$ cat src/rtl/pc_gen.sv
// pc_gen: fetch program-counter generator with redirect epochs and misalignment fault
module pc_gen #(
  parameter int          XLEN         = 64,
  parameter logic [63:0] RESET_VECTOR = 64'h8000_0000,
  parameter int          INST_BYTES   = 4,
  parameter int          EPOCH_W      = 2
) (
  input  logic               clk,
  input  logic               rst,
  input  logic               fetch_ready,
  input  logic               redirect_valid,
  input  logic [XLEN-1:0]    redirect_pc,
  input  logic               trap_valid,
  input  logic [XLEN-1:0]    trap_pc,
  input  logic               stall,
  output logic [XLEN-1:0]    pc_o,
  output logic               pc_valid,
  output logic [EPOCH_W-1:0] pc_epoch,
  output logic               misaligned
);
  localparam int AW = $clog2(INST_BYTES);
  typedef enum logic [1:0] {BOOT, RUN, FAULT} state_t;
  state_t               r_state, w_state;
  logic [XLEN-1:0]      r_pc, w_pc;
  logic [EPOCH_W-1:0]   r_epoch, w_epoch;
  logic                 r_valid, w_valid, r_mis;
  logic                 w_rd_mis;
  assign w_rd_mis   = redirect_pc[AW-1:0] != '0;
  assign pc_o       = r_pc;
  assign pc_valid   = r_valid;
  assign pc_epoch   = r_epoch;
  assign misaligned = r_mis;
  // Next state: boot vector, then trap > redirect > accepted fetch > hold; FAULT only leaves on trap
  always_comb begin
    w_state = r_state;
    w_pc    = r_pc;
    w_epoch = r_epoch;
    if (r_state == BOOT) begin
      w_state = RUN;
      w_pc    = RESET_VECTOR[XLEN-1:0];
    end else if (trap_valid) begin
      w_state = RUN;
      w_pc    = trap_pc;
      w_epoch = r_epoch + EPOCH_W'(1);
    end else if (r_state == RUN && redirect_valid) begin
      w_state = w_rd_mis ? FAULT : RUN;
      w_pc    = redirect_pc;
      w_epoch = r_epoch + EPOCH_W'(1);
    end else if (r_state == RUN && r_valid && fetch_ready && !stall) begin
      w_pc    = r_pc + XLEN'(INST_BYTES);
    end
    w_valid = (w_state == RUN) && !stall;
  end
  // State register; reset wins over every other input
  always_ff @(posedge clk) begin
    if (rst) begin
      r_state <= BOOT;
      r_pc    <= '0;
      r_epoch <= '0;
      r_valid <= 1'b0;
      r_mis   <= 1'b0;
    end else begin
      r_state <= w_state;
      r_pc    <= w_pc;
      r_epoch <= w_epoch;
      r_valid <= w_valid;
      r_mis   <= w_state == FAULT;
    end
  end
endmodule

$ cat config.mk
export PLATFORM = sky130hd
export DESIGN_NAME = pc_gen
export DESIGN_NICKNAME = d
export VERILOG_FILES = /design/src/rtl/pc_gen.sv
export SDC_FILE = /design/constraint.sdc
export NUM_CORES = 1
export LEC_CHECK = 0
export CORE_MARGIN = 2
export CORE_UTILIZATION = 38
export CTS_CLUSTER_SIZE = 25
export DETAILED_ROUTE_END_ITERATION = 8
export PLACE_DENSITY_LB_ADDON = 0.25
export SLEW_MARGIN = 0
export SYNTH_ARGS = -nofsm -noshare
export SYNTH_HDL_FRONTEND = slang
export SYNTH_SLANG_ARGS = --single-unit
$ cat constraint.sdc
create_clock -name clk -period 2.7 [get_ports clk]
set_input_delay 0.54 -clock clk [delete_from_list [all_inputs] [get_ports clk]]
set_output_delay 0.54 -clock clk [all_outputs]
set_load 0.02 [all_outputs]
* Word level (Yosys, flattened, before mapping) *
Cells that the tools add are included.

storage, ports and cells
  input port bits = 134
  register bits = 70
  logic and storage cells = 35

operators by class
  add/subtract/negate cells = 2
  bitwise operators = 1
  muxes and demuxes = 10
  equal/unequal tests = 3
  reduce and logical (&&, ||, !) cells = 13

operators by type and width
  kind                                                                   number
  64-bit two-way mux                                                     3
  64-bit by 3-bit adder with 64-bit output, second input constant        1
  32-bit two-way mux                                                     1
  2-bit two-way mux                                                      6
  1-bit logical AND                                                      5
  2-bit by 1-bit equality test with 1-bit output, second input constant  2
  2-bit nonzero test                                                     2
  4-bit nonzero test                                                     1
  3-bit nonzero test                                                     1
  2-bit by 1-bit adder with 2-bit output, second input constant          1
  2-bit equality test, second input constant                             1
  2-bit logical NOT                                                      1
  2-bit AND reduction                                                    1
  2-bit OR reduction                                                     1
  1-bit logical NOT                                                      1
  1-bit NOT                                                              1

* Depth between registers and ports, before layout *
Gate-level depths: netlist of the first run.

  depth after elaboration = 8
  gate-level depth with buffers = 8
  depth with buffers taken out = 7

* Worst setup path after synthesis of the first run *
No wires, ideal clock.

  path kind = flip-flop to flip-flop
  start = register r_pc[2] (netlist: pc_o[2])
  end = register r_pc[62] (netlist: pc_o[62])
  path buffers = 0
  stages on the path, launching flop included = 8
  setup slack = 411 ps
  arrival time = 2,167 ps
  required time = 2,578 ps
  library setup time = 122 ps
  cells stage by stage = dfxtp_1 ha_1 nand4_1 nor4_4 nand3_2 nor4_1 and3_1 nor3_1

between the ends
  longest elaborated chain between the ends = 4

ends and longest elaborated chain
  item                                      line  text
  start: declaration                        24    logic [XLEN-1:0] r_pc, w_pc;
  start signal: assignment                  64    r_pc <= w_pc;
  64-bit by 3-bit adder with 64-bit output  50    w_pc = r_pc + XLEN'(INST_BYTES);
  64-bit two-way mux                        49    end else if (r_state == RUN && r_valid && fetch_ready && !stall) begin
  64-bit two-way mux                        45    end else if (r_state == RUN && redirect_valid) begin
  64-bit two-way mux                        41    end else if (trap_valid) begin

No other way between the ends. The select of a mux whose other input is x is not followed.
A chain may end at the register's enable or synchronous reset.

* Worst setup path after layout of the first run *
  start = register r_pc[39] (netlist: pc_o[39])
  end = register r_pc[61] (netlist: pc_o[61])

Same word-level chain as after synthesis.

==> results.tsv, run 1 <==
metric	value	unit
status	finished, final reports clean	
hpwl	16200	um
setup_viol	0	
wl	21500	um
numCtsBuffers	9	
initial_core_util	39.4	%
setup.worst_path.start	pc_o[39]	
antenna_cells	0	
cp.arrival	2810	ps
max_slew_margin	57.2	%
die_y	119	um
instances_no_fill	1085	
fmax	394	MHz
reg2reg_depth	6	
hold_viol_final	0	
endpoint	pc_o[61]	
dr.first_iter.drc_count	828	
ir_drop	0.282	mV
io_pins	202	
leakage	0.00267	uW
synth_area_leaders	dfxtp_1, a21oi_1, o21ai_0	
final_cell_mix	clkdlybuf4s50_1, a21oi_1, dfxtp_1	
hold_class	reg2reg	
firstDrtPassIters	5	
grt_pass1_vias	6388	
seq_area_frac_synth	28.0	%
synth.avg_cell_area	7.18	um2
grt_pass1_wl	33900	um
drc	0	
maxCapViolations	0	
cts_tree	done	
r2r_slack	160	ps
grt_max_degree	66	
finalSetupTns	0	ps
cp_max_fo	8	
numPortBuffers	201	
layout-drive-gt1-share	9.31	%
grt.overflow.total	0	
cts_hold_buf	0	
vias	6580	
clock-root-buffer	clkbuf_16	
synth_warnings	0	
slew_violations	0	
finalClockSkew	6.55	ps
ys_async_sr_fraction	0	%
cp.required	2970	ps
wl_per_cell	19.8	um
setup_ws	162	ps
yosysTopAreaCell	dfxtp_1	
synth_top_area_share	28.0	%
ys_seq_elements	70	
synth_area	5010	um2
path_clk_slew	50	ps
core_area	12700	um2
viasPerCell	6.06	
power_density	393	nW/um2
gp_congestion	0.892	
htreeDepth	3	
fin_crit	2540	ps
placed_cells	1071	
fin_crit_sh	94.0	%
final_common_cell	clkdlybuf4s50_1	
startpoint_type	flip-flop	
tightestPinTransition	642	ps
clk_latency	340	ps
rsz0062_at_grt	false	
antenna_found_initial	0	
final_nets	1045	
r2r-start	pc_o[39]	
path_class	reg2reg	
die_area	14100	um2
die_w	119	um
cts_resized	0	
rows	41	
synth_cells	697	
synthFlopType	dfxtp_1	
pre_cts_ws	77.4	ps
clk_path_buf_depth	2	
r2r-end	pc_o[61]	
cts_sinks	70	
ys_types	69	
drtAntennaViolNets	0	
synth_edf_count	0	
syn_to_final_growth	54.0	%
syn-num-nets	832	
critPathCaptureType	flip-flop	
postCtsSetupRepairBufs	0	
grt_use_total	29.9	%
## stage by stage
| stage | hold slack, ps | instance area, um2 | util (%) | power (uW) |
|---|---|---|---|---|
| 4_1_cts | 527 | 7710 | 60.6 | 3030 |
| 2_1_floorplan | 526 | 5010 | - | 1510 |
| 3_3_place_gp | 499 | 7450 | 58.6 | 1950 |
| 3_5_place_dp | 515 | 7450 | 58.6 | 1960 |
| 5_1_grt | 572 | 7710 | 60.6 | 3150 |
| 6_report | 525 | 7710 | 60.6 | 3030 |
## kinds of logic (layout without fill, tap and decap cells)
kind of cell,count (synthesis),count (layout),share of synthesized area [%]
simple gates,290,290,31.1
compound gates,250,250,31.0
flops,70,70,28.0
buf+inv,57,273,4.50
xor+xnor,23,23,4.02
mux,6,6,1.20
fa+ha+maj,1,1,0.250
## area by class of cell
| cell class | count | area, um2 |
|---|---|---|
| Timing Repair Buffer | 252 | 2430 |
| Clock inverter | 2 | 10.0 |
| Sequential cell | 70 | 1400 |
| Inverter | 7 | 26.3 |
| Tap cell | 172 | 215 |
| Clock buffer | 12 | 246 |
| Fill cell | 1198 | 5010 |
| Multi-Input combinational cell | 570 | 3380 |
## synthesized netlist by cell type, drive strengths merged, types with 2 or more instances
| master | instances |
|---|---|
| nor4b | 2 |
| and2 | 5 |
| nor2 | 60 |
| nor4 | 13 |
| nand2b | 12 |
| a221oi | 5 |
| buf | 7 |
| o21a | 3 |
| nand2 | 59 |
| or4 | 3 |
| a22oi | 4 |
| o41ai | 3 |
| a211oi | 22 |
| a31o | 2 |
| xnor2 | 18 |
| a311oi | 4 |
| o211ai | 15 |
| a21oi | 85 |
| inv | 7 |
| and3 | 25 |
| o211a | 2 |
| dfxtp | 70 |
| a2111oi | 2 |
| o31a | 3 |
| nand4 | 24 |
| or2 | 4 |
| mux2i | 6 |
| nand3b | 2 |
| o221ai | 6 |
| a41oi | 2 |
| nand3 | 35 |
| clkbuf | 43 |
| nor3 | 28 |
| o21ai | 65 |
| nor3b | 4 |
| o31ai | 7 |
| xor2 | 5 |
| a31oi | 7 |
| o22ai | 2 |
| o221a | 3 |
| or3 | 8 |
## worst max-delay path, stage by stage, from the launching register on
cell and delay (ps):
dfxtp_1 490, nand4_1 250, nor3_1 520, nand4_2 310, or4_1 540, a21oi_1 160, o221a_1 190
## layer usage
metal / track usage (%) / routed length [um]
met2: 49.2 / 10200
met5: 0 / 0
met4: 10.4 / 414
met1: 39.3 / 8790
met3: 5.36 / 2070
## worst min-delay path by stage
stage,start,endpoint,slack (ps),depth (start not counted)
CTS,pc_o[3],pc_o[3],530,2
floorplan,r_state[0],r_state[0],530,2
finish,pc_epoch[1],pc_epoch[1],530,2
global placement,pc_epoch[1],pc_epoch[1],500,2
global route,pc_o[3],pc_o[3],570,2
detailed placement,pc_epoch[1],pc_epoch[1],520,2
## sequential cells by signal, summed over array words and instances (netlist names), named ones only
register    cells
r_state         2
misaligned      1
pc_o           62
pc_valid        1
pc_epoch        2
## power breakdown
part           leakage, uW  switching (uW)  internal, uW
Combinational      0.00197             392           413
Clock             0.000128             442           634
Sequential        0.000571            65.1          1080
No activity file was read; power rests on OpenSTA's default activity.
==> run 2: changes to the inputs <==
--- a/config.mk
+++ b/config.mk
@@ -9,6 +9,7 @@
 export CORE_UTILIZATION = 38
 export CTS_CLUSTER_SIZE = 25
 export DETAILED_ROUTE_END_ITERATION = 8
+export DONT_BUFFER_PORTS = 1
 export PLACE_DENSITY_LB_ADDON = 0.25
 export SLEW_MARGIN = 0
 export SYNTH_ARGS = -nofsm -noshare
==> constraint.sdc (replaced) <==
create_clock -name clk -period 2.7 [get_ports clk]
set_input_delay 0.54 -clock clk [delete_from_list [all_inputs] [get_ports clk]]
set_output_delay 0.54 -clock clk [all_outputs]
set_load 0.1 [all_outputs]
==> run 2 against run 1 <==
  * Clock skew is 0.59 ps lower
  * Total power is 3.4% higher
  * Cell count is 15% lower
  * Sequential cell count stayed put
  * First-iteration DRC count is 51% lower
  * Via count is 11% lower
  * Setup slack better by 250 ps
  * Largest power group is now the clock network
==> results.tsv, run 2 (same netlist as run 1, synthesis figures left out) <==
metric	value	unit
holdWs	269	ps
numCtsBuffers	9	
cts_resized	0	
top_usage_layer	met2	
clk_latency	340	ps
die_w	119	um
nFillCells	1333	
grt_pass1_vias	5750	
clk_path_buf_depth	2	
cp_max_fo	8	
final_cell_mix	a21oi_1, buf_4, o21ai_0	
hpwl	14700	um
power_density	518	nW/um2
p_int	2020	uW
fin_crit_sh	84.9	%
status	finished, final reports clean	
drc	0	
r2r_slack	410	ps
met3_usage	10.2	%
viasPerCell	6.34	
gr-usage-met2	44.9	%
finalClockSkew	5.96	ps
critPathCaptureType	flip-flop	
firstDrtPassIters	5	
die_area	14100	um2
initial_core_util	39.4	%
grt_pass1_wl	31500	um
tightestPinTransition	967	ps
p_sw	1110	uW
grt_max_degree	90	
grt_util_met1	34.8	%
min_from	rst	
pwr-share-comb	26.9	%
cts_hold_buf	0	
io_pins	202	
htreeDepth	3	
path_clk_slew	60	ps
power_frac_seq	36.0	%
layout-drive-gt1-share	22.8	%
max_slew_margin	35.5	%
rsz0062_at_grt	false	
hold_viol_final	0	
whs_path_depth	1	
r2r-start	pc_o[13]	
fmax	436	MHz
dr.first_iter.drc_count	406	
grt.overflow.total	0	
wl_per_cell	21.8	um
maxCapViolations	0	
postCtsSetupRepairBufs	0	
drtAntennaViolNets	0	
die_y	119	um
core_area	12700	um2
cp.required	2940	ps
largest_reg_flops	62	
grt_use_total	28.1	%
swShare	35.6	%
slowest_delay	490	ps
placed_area	5760	um2
slew_violations	0	
fin_crit	2290	ps
ir_drop	0.318	mV
whs_endpoint	pc_epoch[0]	
clkPwrFrac	37.1	%
cts_sinks	70	
clock-root-buffer	clkbuf_16	
slowest_stage	or4_1	
wl	20100	um
path_cells	nand4_2 > nor3_4 > and2_1 > nand4_1 > or4_1 > o211ai_1	
numPortBuffers	0	
setup_viol	0	
finalSetupTns	0	ps
path_class	reg2reg	
final_common_cell	a21oi_1	
gp_congestion	0.917	
rows	41	
vias	5828	
syn_to_final_growth	20.7	%
antenna_found_initial	2	
stdcell_area	6040	um2
final_nets	879	
reg2reg_depth	6	
startpoint_type	flip-flop	
cp.arrival	2530	ps
hold_class	in2reg	
cts_tree	done	
leakage	0.00214	uW
r2r-end	pc_o[53]	
==> run 2: changes by cell type in the layout (fill, tap and decap cells not counted), sizes merged <==
cell,previous run,this run
clkdlybuf4s50,200,0
buf,52,86
bufinv,0,1
clkbuf,12,11
clkinv,2,1
diode,0,1
==> run 2: worst max path at each step <==
| stage | start | endpoint |
|---|---|---|
| after detailed placement | pc_o[13] | pc_o[53] |
| after global routing | pc_o[4] | pc_o[52] |
| after floorplan | pc_o[13] | pc_o[62] |
| after global placement | pc_o[4] | pc_o[56] |
| after CTS | pc_o[4] | pc_o[62] |
| final | pc_o[13] | pc_o[53] |
==> run 2: final cells by class <==
cell class,count,area [um2],area share (%)
antenna,1,2.50,0.0414
timing repair buffer,86,671,11.1
clock buffer,11,243,4.02
sequential,70,1460,24.2
inverter,7,26.3,0.435
clock inverter,2,35.0,0.580
tap,172,215,3.56
multi-input combinational,570,3390,56.1
==> run 2: critical path, delay by kind of cell, from the launching register on <==
family	cells	cell delay (ps)
simple gates	5	1730
flops	1	350
compound gates	1	120
==> run 2: power by group through the flow <==
stage,Combinational (uW),Sequential (uW),Clock [uW]
after floorplan,290,1510,0
after global placement,829,1150,0
after detailed placement,836,1150,0
after CTS,838,1130,1170
after global routing,888,1130,1220
final,843,1130,1160
==> run 2: metrics by stage <==
step	utilization [%]	power, uW	std cells	worst slack [ps]
finish	47.5	3130	919	409
detailed placement	45.3	1990	905	432
CTS	47.5	3140	918	415
global route	47.5	3240	919	166
global placement	45.3	1980	905	459
floorplan	-	1800	697	1.04
==> run 2: per-layer routing <==
layer	up-vias	part of all wire [%]
li1	2719	-
met1	2759	41
met2	310	46
met3	38	11
met4	2	2.4
met5	-	0.065
